### config.mk
export PLATFORM = sky130hd
export DESIGN_NAME = nn_weight_loader
export DESIGN_NICKNAME = d
export VERILOG_FILES = /design/src/rtl/nn_weight_loader.sv
export SDC_FILE = /design/constraint.sdc
export NUM_CORES = 1
export LEC_CHECK = 0
export BUFFER_PORTS_ARGS = -buffer_cell sky130_fd_sc_hd__buf_2
export CORE_MARGIN = 2
export CORE_UTILIZATION = 48
export DETAILED_ROUTE_END_ITERATION = 8
export GPL_TIMING_DRIVEN = 0
export PLACE_DENSITY = 0.78
export SYNTH_ARGS = -nofsm -noshare
export SYNTH_HDL_FRONTEND = slang
export SYNTH_SLANG_ARGS = --single-unit
### constraint.sdc
create_clock -name clk -period 2.9 [get_ports clk]
set_clock_uncertainty 0.1 [all_clocks]
set_input_delay 0.58 -clock clk [delete_from_list [all_inputs] [get_ports clk]]
set_output_delay 0.58 -clock clk [all_outputs]
set_load 0.005 [all_outputs]
### src/rtl/nn_weight_loader.sv
// Host-side weight/bias loader: parses framed words from the stream bridge and
// drives the broadcast neuron load bus, one frame per target neuron.
module nn_weight_loader #(
   parameter int DATA_WIDTH = 16,
   parameter int CFG_WIDTH  = 33,
   parameter int NUM_WEIGHT = 128,
   parameter int IN_WIDTH   = 32
) (
   input  logic                  clk,
   input  logic                  rst,
   input  logic [IN_WIDTH-1:0]   s_data,
   input  logic                  s_valid,
   output logic                  s_ready,
   output logic                  weightValid,
   output logic [DATA_WIDTH-1:0] weightValue,
   output logic                  biasValid,
   output logic [DATA_WIDTH-1:0] biasValue,
   output logic [CFG_WIDTH-1:0]  config_layer_num,
   output logic [CFG_WIDTH-1:0]  config_neuron_num,
   output logic                  busy,
   output logic                  done,
   output logic                  err
);

   localparam int CNT_W = $clog2(NUM_WEIGHT + 1);

   typedef enum logic [1:0] {
      IDLE,
      WGT,
      BIAS,
      FIN
   } state_t;

   state_t           state;
   logic [CNT_W-1:0] remaining;
   logic             has_bias;

   logic             handshake;
   logic             hdr_bias;
   logic [6:0]       hdr_layer;
   logic [7:0]       hdr_neuron;
   logic [15:0]      hdr_cnt;
   logic             hdr_too_big;

   assign handshake   = s_valid & s_ready;
   assign hdr_bias    = s_data[31];
   assign hdr_layer   = s_data[30:24];
   assign hdr_neuron  = s_data[23:16];
   assign hdr_cnt     = s_data[15:0];
   assign hdr_too_big = hdr_cnt > 16'(NUM_WEIGHT);

   // NOTE: every register here is assigned with <= so that all of them sample
   // the same pre-edge values; blocking assignments would leak new values
   // into later statements of the same edge.
   always_ff @(posedge clk) begin
      if (!rst) begin
         state             <= IDLE;
         remaining         <= '0;
         has_bias          <= 1'b0;
         s_ready           <= 1'b0;
         weightValid       <= 1'b0;
         weightValue       <= '0;
         biasValid         <= 1'b0;
         biasValue         <= '0;
         config_layer_num  <= '1;
         config_neuron_num <= '1;
         busy              <= 1'b0;
         done              <= 1'b0;
         err               <= 1'b0;
      end else begin
         weightValid <= 1'b0;
         biasValid   <= 1'b0;
         done        <= 1'b0;

         case (state)
            IDLE: begin
               s_ready <= 1'b1;
               if (handshake) begin
                  if (hdr_too_big) begin
                     err <= 1'b1;
                  end else begin
                     config_layer_num  <= CFG_WIDTH'(hdr_layer);
                     config_neuron_num <= CFG_WIDTH'(hdr_neuron);
                     has_bias          <= hdr_bias;
                     remaining         <= CNT_W'(hdr_cnt);
                     busy              <= 1'b1;
                     if (hdr_cnt != 16'd0) begin
                        state <= WGT;
                     end else if (hdr_bias) begin
                        state <= BIAS;
                     end else begin
                        state   <= FIN;
                        s_ready <= 1'b0;
                     end
                  end
               end
            end

            WGT: begin
               if (handshake) begin
                  weightValid <= 1'b1;
                  weightValue <= s_data[DATA_WIDTH-1:0];
                  remaining   <= remaining - CNT_W'(1);
                  if (remaining == CNT_W'(1)) begin
                     if (has_bias) begin
                        state <= BIAS;
                     end else begin
                        state   <= FIN;
                        s_ready <= 1'b0;
                     end
                  end
               end
            end

            BIAS: begin
               if (handshake) begin
                  biasValid <= 1'b1;
                  biasValue <= s_data[DATA_WIDTH-1:0];
                  state     <= FIN;
                  s_ready   <= 1'b0;
               end
            end

            FIN: begin
               // The last valid pulse is on the bus this cycle with the target
               // still applied; the release of the config buses lands after it.
               done              <= 1'b1;
               busy              <= 1'b0;
               config_layer_num  <= '1;
               config_neuron_num <= '1;
               s_ready           <= 1'b1;
               state             <= IDLE;
            end

            default: begin
               state <= IDLE;
            end
         endcase
      end
   end

endmodule

==> implementation parameters <==
Parameter                              Value

Outcome
  Run status ... complete, no violations

Global route
  Largest net degree at the start of global routing ... 53
  Via count of the first global-routing pass ... about 2600
  Met1 GRT Util ... between 20 and 25%
  Antenna violations before repair ... 0
  Global-route congestion overflow total ... 0
  Met2 usage ... between 30% and 40%
  Overall fraction of global-route tracks in use ... a little over a fifth
  Gr busiest metal ... met2
  Global-route wire length before repair ... 12000 um
  Fraction of met3 tracks used by global routing ... slightly above 6%

Worst setup path
  Setup slack, reg-to-reg ... roughly 0.42 ns
  Number of cells traversed by the worst register-to-register path ... 10
  Crit Path Max Fanout ... 10
  Setup crit end kind ... flip-flop
  Arrival time worst endpoint ... 2.61 ns
  Cell with the biggest individual delay on the critical path ... sky130_fd_sc_hd__dfxtp_1
  Launch point of the worst reg-to-reg path ... state[1]$_SDFFE_PN0P_
  Crit path top cell by count ... sky130_fd_sc_hd__clkbuf_1
  Critical path buffers and inverters ... 4
  Delay of the slowest critical-path stage ... about 0.35 ns
  Worst setup path class ... reg2reg
  Required time at the worst-slack endpoint ... approximately 3.0 ns
  End of the worst register-to-register path ... remaining[2]$_SDFFE_PN0P_
  Type of element launching the critical path ... flip-flop
  Crit path max-delay family ... buffers and inverters
  Sequence of cells on the critical path ... inv_1, ha_1, clkbuf_1, and3_1, clkbuf_1, nand2b_1, o31a_1, buf_2, a21oi_1, o22ai_1

Timing
  Sum Neg Setup Slack ... 0 ns
  Number of endpoints with negative hold slack in the final report ... 0
  Worst Tran Pin Value ... around 0.8 ns
  Max Clock Freq ... 0.404 GHz
  Final worst path period share ... 85.4%
  Final max-slew violation count ... 0
  Worst Hold Margin ... approximately 0.34 ns
  Slew Limit Headroom ... a little under half
  Unrepaired setup endpoints after global routing ... false
  Minimum clock period ... about 2.5 ns
  Final setup violation count ... 0

Routing
  Number of routed nets with antenna violations ... 0
  Count of routing violations after the opening detailed-route iteration ... between 100 and 150
  DR vias ... 2941
  Number of iterations in the first detailed-routing pass ... 5
  Total routed wirelength ... approximately 7800 um
  Average wire per standard cell ... roughly 13 um
  Number of remaining DRC errors ... 0
  Via count normalized by instance count ... between 4 and 5

Layout
  Proportion of layout cells with a drive suffix above 1 ... about 44%
  Util after Layout ... approximately 66%
  Non-Filler Cell Area, Final ... about 0.0042 mm^2
  Inserted Diodes ... 0
  Final-stage net count ... roughly 560
  Layout area overhead ... 31.9%
  # fillers ... 540

Floorplan
  Cell Rows ... 29
  Die ar. ... 0.00730 mm^2
  Area of the placeable core ... 0.00639 mm^2
  Initial standard-cell utilization of the core ... between 40 and 50%
  Die boundary height ... between 80 and 90 um
  Count of pins on the block boundary ... 139
  Width of the chip ... approximately 85 um

Synthesis
  Netlist area before placement ... 0.00318 mm^2
  Count of mapped cells out of synthesis ... 366
  Most repeated cell in the gate-level netlist after synthesis ... sky130_fd_sc_hd__nand2_1
  Main flop type after synthesis ... sky130_fd_sc_hd__dfxtp_1
  Async set-reset flop share out of synthesis ... 0%
  Area contributors post-synth ... sky130_fd_sc_hd__dfxtp_1 41%, sky130_fd_sc_hd__buf_4 12%, sky130_fd_sc_hd__nand2_1 9.5%
  Synth area leader ... sky130_fd_sc_hd__dfxtp_1
  Syn Nets ... 408
  Area share of the largest cell type after synthesis ... 40.9%
  Number of synthesized register bits ... 65
  Sequential element share of the synthesized area ... between 40% and 50%
  Top cell types by occurrence after synthesis ... 81 x sky130_fd_sc_hd__nand2_1, 65 x sky130_fd_sc_hd__dfxtp_1, 50 x sky130_fd_sc_hd__buf_4, 34 x sky130_fd_sc_hd__a21boi_0, 14 x sky130_fd_sc_hd__clkbuf_1
  Count of flip-flops with a built-in enable after synthesis ... 0
  Number of warnings printed during yosys synthesis ... 0
  Count of distinct cell types in the synthesized netlist ... 51
  Synthesized area per cell ... slightly below 9 um^2

Power and ir drop
  Clock share of power ... between 40% and 50%
  Internal power ... about 1.5 mW
  Reg power frac ... between 40 and 50%
  P_leak ... between 1.5 and 2 nW
  Power after layout ... 1.89 mW
  Sw Pwr ... roughly 0.43 mW
  Switching share of total power ... between 20% and 30%
  Power density over the cells ... roughly 450 mW/mm^2
  Worst-case vdd ir drop ... 0.000326 V
  Part of the power in combinational logic ... 5.9%

Clock network
  Clock transition at the registers of the reported paths ... 0.08 ns
  CTS Hold Buffers Added ... 0
  CTS H-tree depth ... 3
  Sink Count ... 65
  TritonCTS clock tree ... done
  Number of instances resized during post-cts repair ... 0
  Number of post-CTS setup repair buffers ... 0
  Largest buffer count on any clock path ... 2
  Number of buffers added by the clock tree synthesis step ... 9
  Clock latency on the worst-skew pair ... approximately 0.34 ns
  CTS root buffer ... sky130_fd_sc_hd__clkbuf_8

Min path
  Cell depth of the worst min-delay path ... 2
  Worst Hold Launch ... s_data[29]
  Worst min-delay path endpoint ... config_layer_num[5]$_SDFFE_PN1P_
  Hold WC Path Type ... in2reg

Placed design
  Post-DP HPWL ... about 5900 um
  Area after detailed placement ... ~0.004 mm^2
  Global placement routability congestion ... between 0.8 and 0.9
  I/O Buffers ... ~140

Job
  Number of max-capacitance violations reported ... 0
-- cell type report --
type	instances	area, um^2	share of cell area [%]
clock buffer	10	138	3.28
tap	77	96.3	2.29
multi-input combinational	224	1390	33.0
timing repair buffer	138	691	16.4
sequential	65	1300	31.0
clock inverter	6	90.1	2.14
buffer	68	463	11.0
inverter	9	33.8	0.804
-- worst reg2reg max path, cell delays in order (launching register included) --
cell                       delay [ns]
sky130_fd_sc_hd__dfxtp_1         0.35
sky130_fd_sc_hd__inv_1           0.11
sky130_fd_sc_hd__ha_1            0.15
sky130_fd_sc_hd__clkbuf_1        0.34
sky130_fd_sc_hd__and3_1          0.23
sky130_fd_sc_hd__clkbuf_1        0.35
sky130_fd_sc_hd__nand2b_1        0.10
sky130_fd_sc_hd__o31a_1          0.19
sky130_fd_sc_hd__buf_2           0.21
sky130_fd_sc_hd__a21oi_1         0.15
sky130_fd_sc_hd__o22ai_1         0.08
-- kinds of logic after synthesis --
| family | after synthesis | share of synthesized area [%] |
|---|---|---|
| AOI/OAI and AO/OA | 84 | 20.5 |
| adders and majority gates | 7 | 2.75 |
| buffers and inverters | 77 | 15.6 |
| DFF | 65 | 40.9 |
| muxes | 6 | 1.93 |
| and+or+nand+nor | 127 | 18.4 |
-- power groups by stage --
stage,logic [mW],registers (mW),clock network (mW)
floorplan,0.0566,0.921,0
global route,0.124,0.901,0.929
detailed placement,0.111,0.922,0
global placement,0.110,0.921,0
CTS,0.112,0.901,0.889
finish,0.112,0.901,0.875
-- worst max path at each step --
stage | from | to | slack, ns | cells after the start
3_3_place_gp | s_data[3] | config_neuron_num[2]$_SDFFE_PN1P_ | 0.12 | 7
4_1_cts | config_layer_num[31]$_SDFFE_PN1P_ | config_neuron_num[14] | 0.13 | 2
6_report | state[1]$_SDFFE_PN0P_ | remaining[2]$_SDFFE_PN0P_ | 0.42 | 10
3_5_place_dp | s_data[3] | config_neuron_num[2]$_SDFFE_PN1P_ | 0.12 | 7
5_1_grt | state[1]$_SDFFE_PN0P_ | remaining[2]$_SDFFE_PN0P_ | 0.22 | 10
2_1_floorplan | s_data[3] | config_layer_num[3]$_SDFFE_PN1P_ | 0.44 | 6
-- layout by cell type (no fill, tap or decap), types with 2 or more instances in the layout --
cell                        instances
sky130_fd_sc_hd__a21boi_0          34
sky130_fd_sc_hd__a21oi_1            5
sky130_fd_sc_hd__a31oi_1            2
sky130_fd_sc_hd__and2_1             4
sky130_fd_sc_hd__and3_1             2
sky130_fd_sc_hd__buf_2            139
sky130_fd_sc_hd__buf_4             50
sky130_fd_sc_hd__bufinv_16          2
sky130_fd_sc_hd__clkbuf_1          14
sky130_fd_sc_hd__clkbuf_8          10
sky130_fd_sc_hd__dfxtp_1           64
sky130_fd_sc_hd__ha_1               7
sky130_fd_sc_hd__inv_1              8
sky130_fd_sc_hd__mux2i_1            5
sky130_fd_sc_hd__nand2_1           81
sky130_fd_sc_hd__nand2b_1           3
sky130_fd_sc_hd__nand3_1            5
sky130_fd_sc_hd__nor2_1            11
sky130_fd_sc_hd__nor2b_1            3
sky130_fd_sc_hd__nor3_1             3
sky130_fd_sc_hd__nor4_1             3
sky130_fd_sc_hd__o211ai_1           4
sky130_fd_sc_hd__o21ai_0            8
sky130_fd_sc_hd__o22a_1             3
sky130_fd_sc_hd__o22a_2            12
sky130_fd_sc_hd__o22ai_1            3
sky130_fd_sc_hd__or3_1              2
sky130_fd_sc_hd__or4_1              3
-- registers in the layout (all words and copies together) (netlist names) --
| name | cells |
|---|---|
| biasValid | 1 |
| biasValue | 16 |
| busy | 1 |
| config_layer_num | 8 |
| config_neuron_num | 8 |
| done | 1 |
| err | 1 |
| has_bias | 1 |
| remaining | 8 |
| s_ready | 1 |
| state | 2 |
| weightValid | 1 |
| weightValue | 16 |
-- metrics by stage --
stage          setup WS [ns]  std cells
5_1_grt                0.216        597
3_3_place_gp           0.125        581
2_1_floorplan          0.435        366
3_5_place_dp           0.120        581
4_1_cts                0.134        597
6_report               0.423        597
-- routing by layer --
layer	up-vias	wire length, um	part of all wire [%]
met2	125	3790	48
met5	-	0	0
met4	0	111	1.4
li1	1492	-	-
met3	10	724	9.2
met1	1314	3210	41
(Power assumes the default switching activity.)
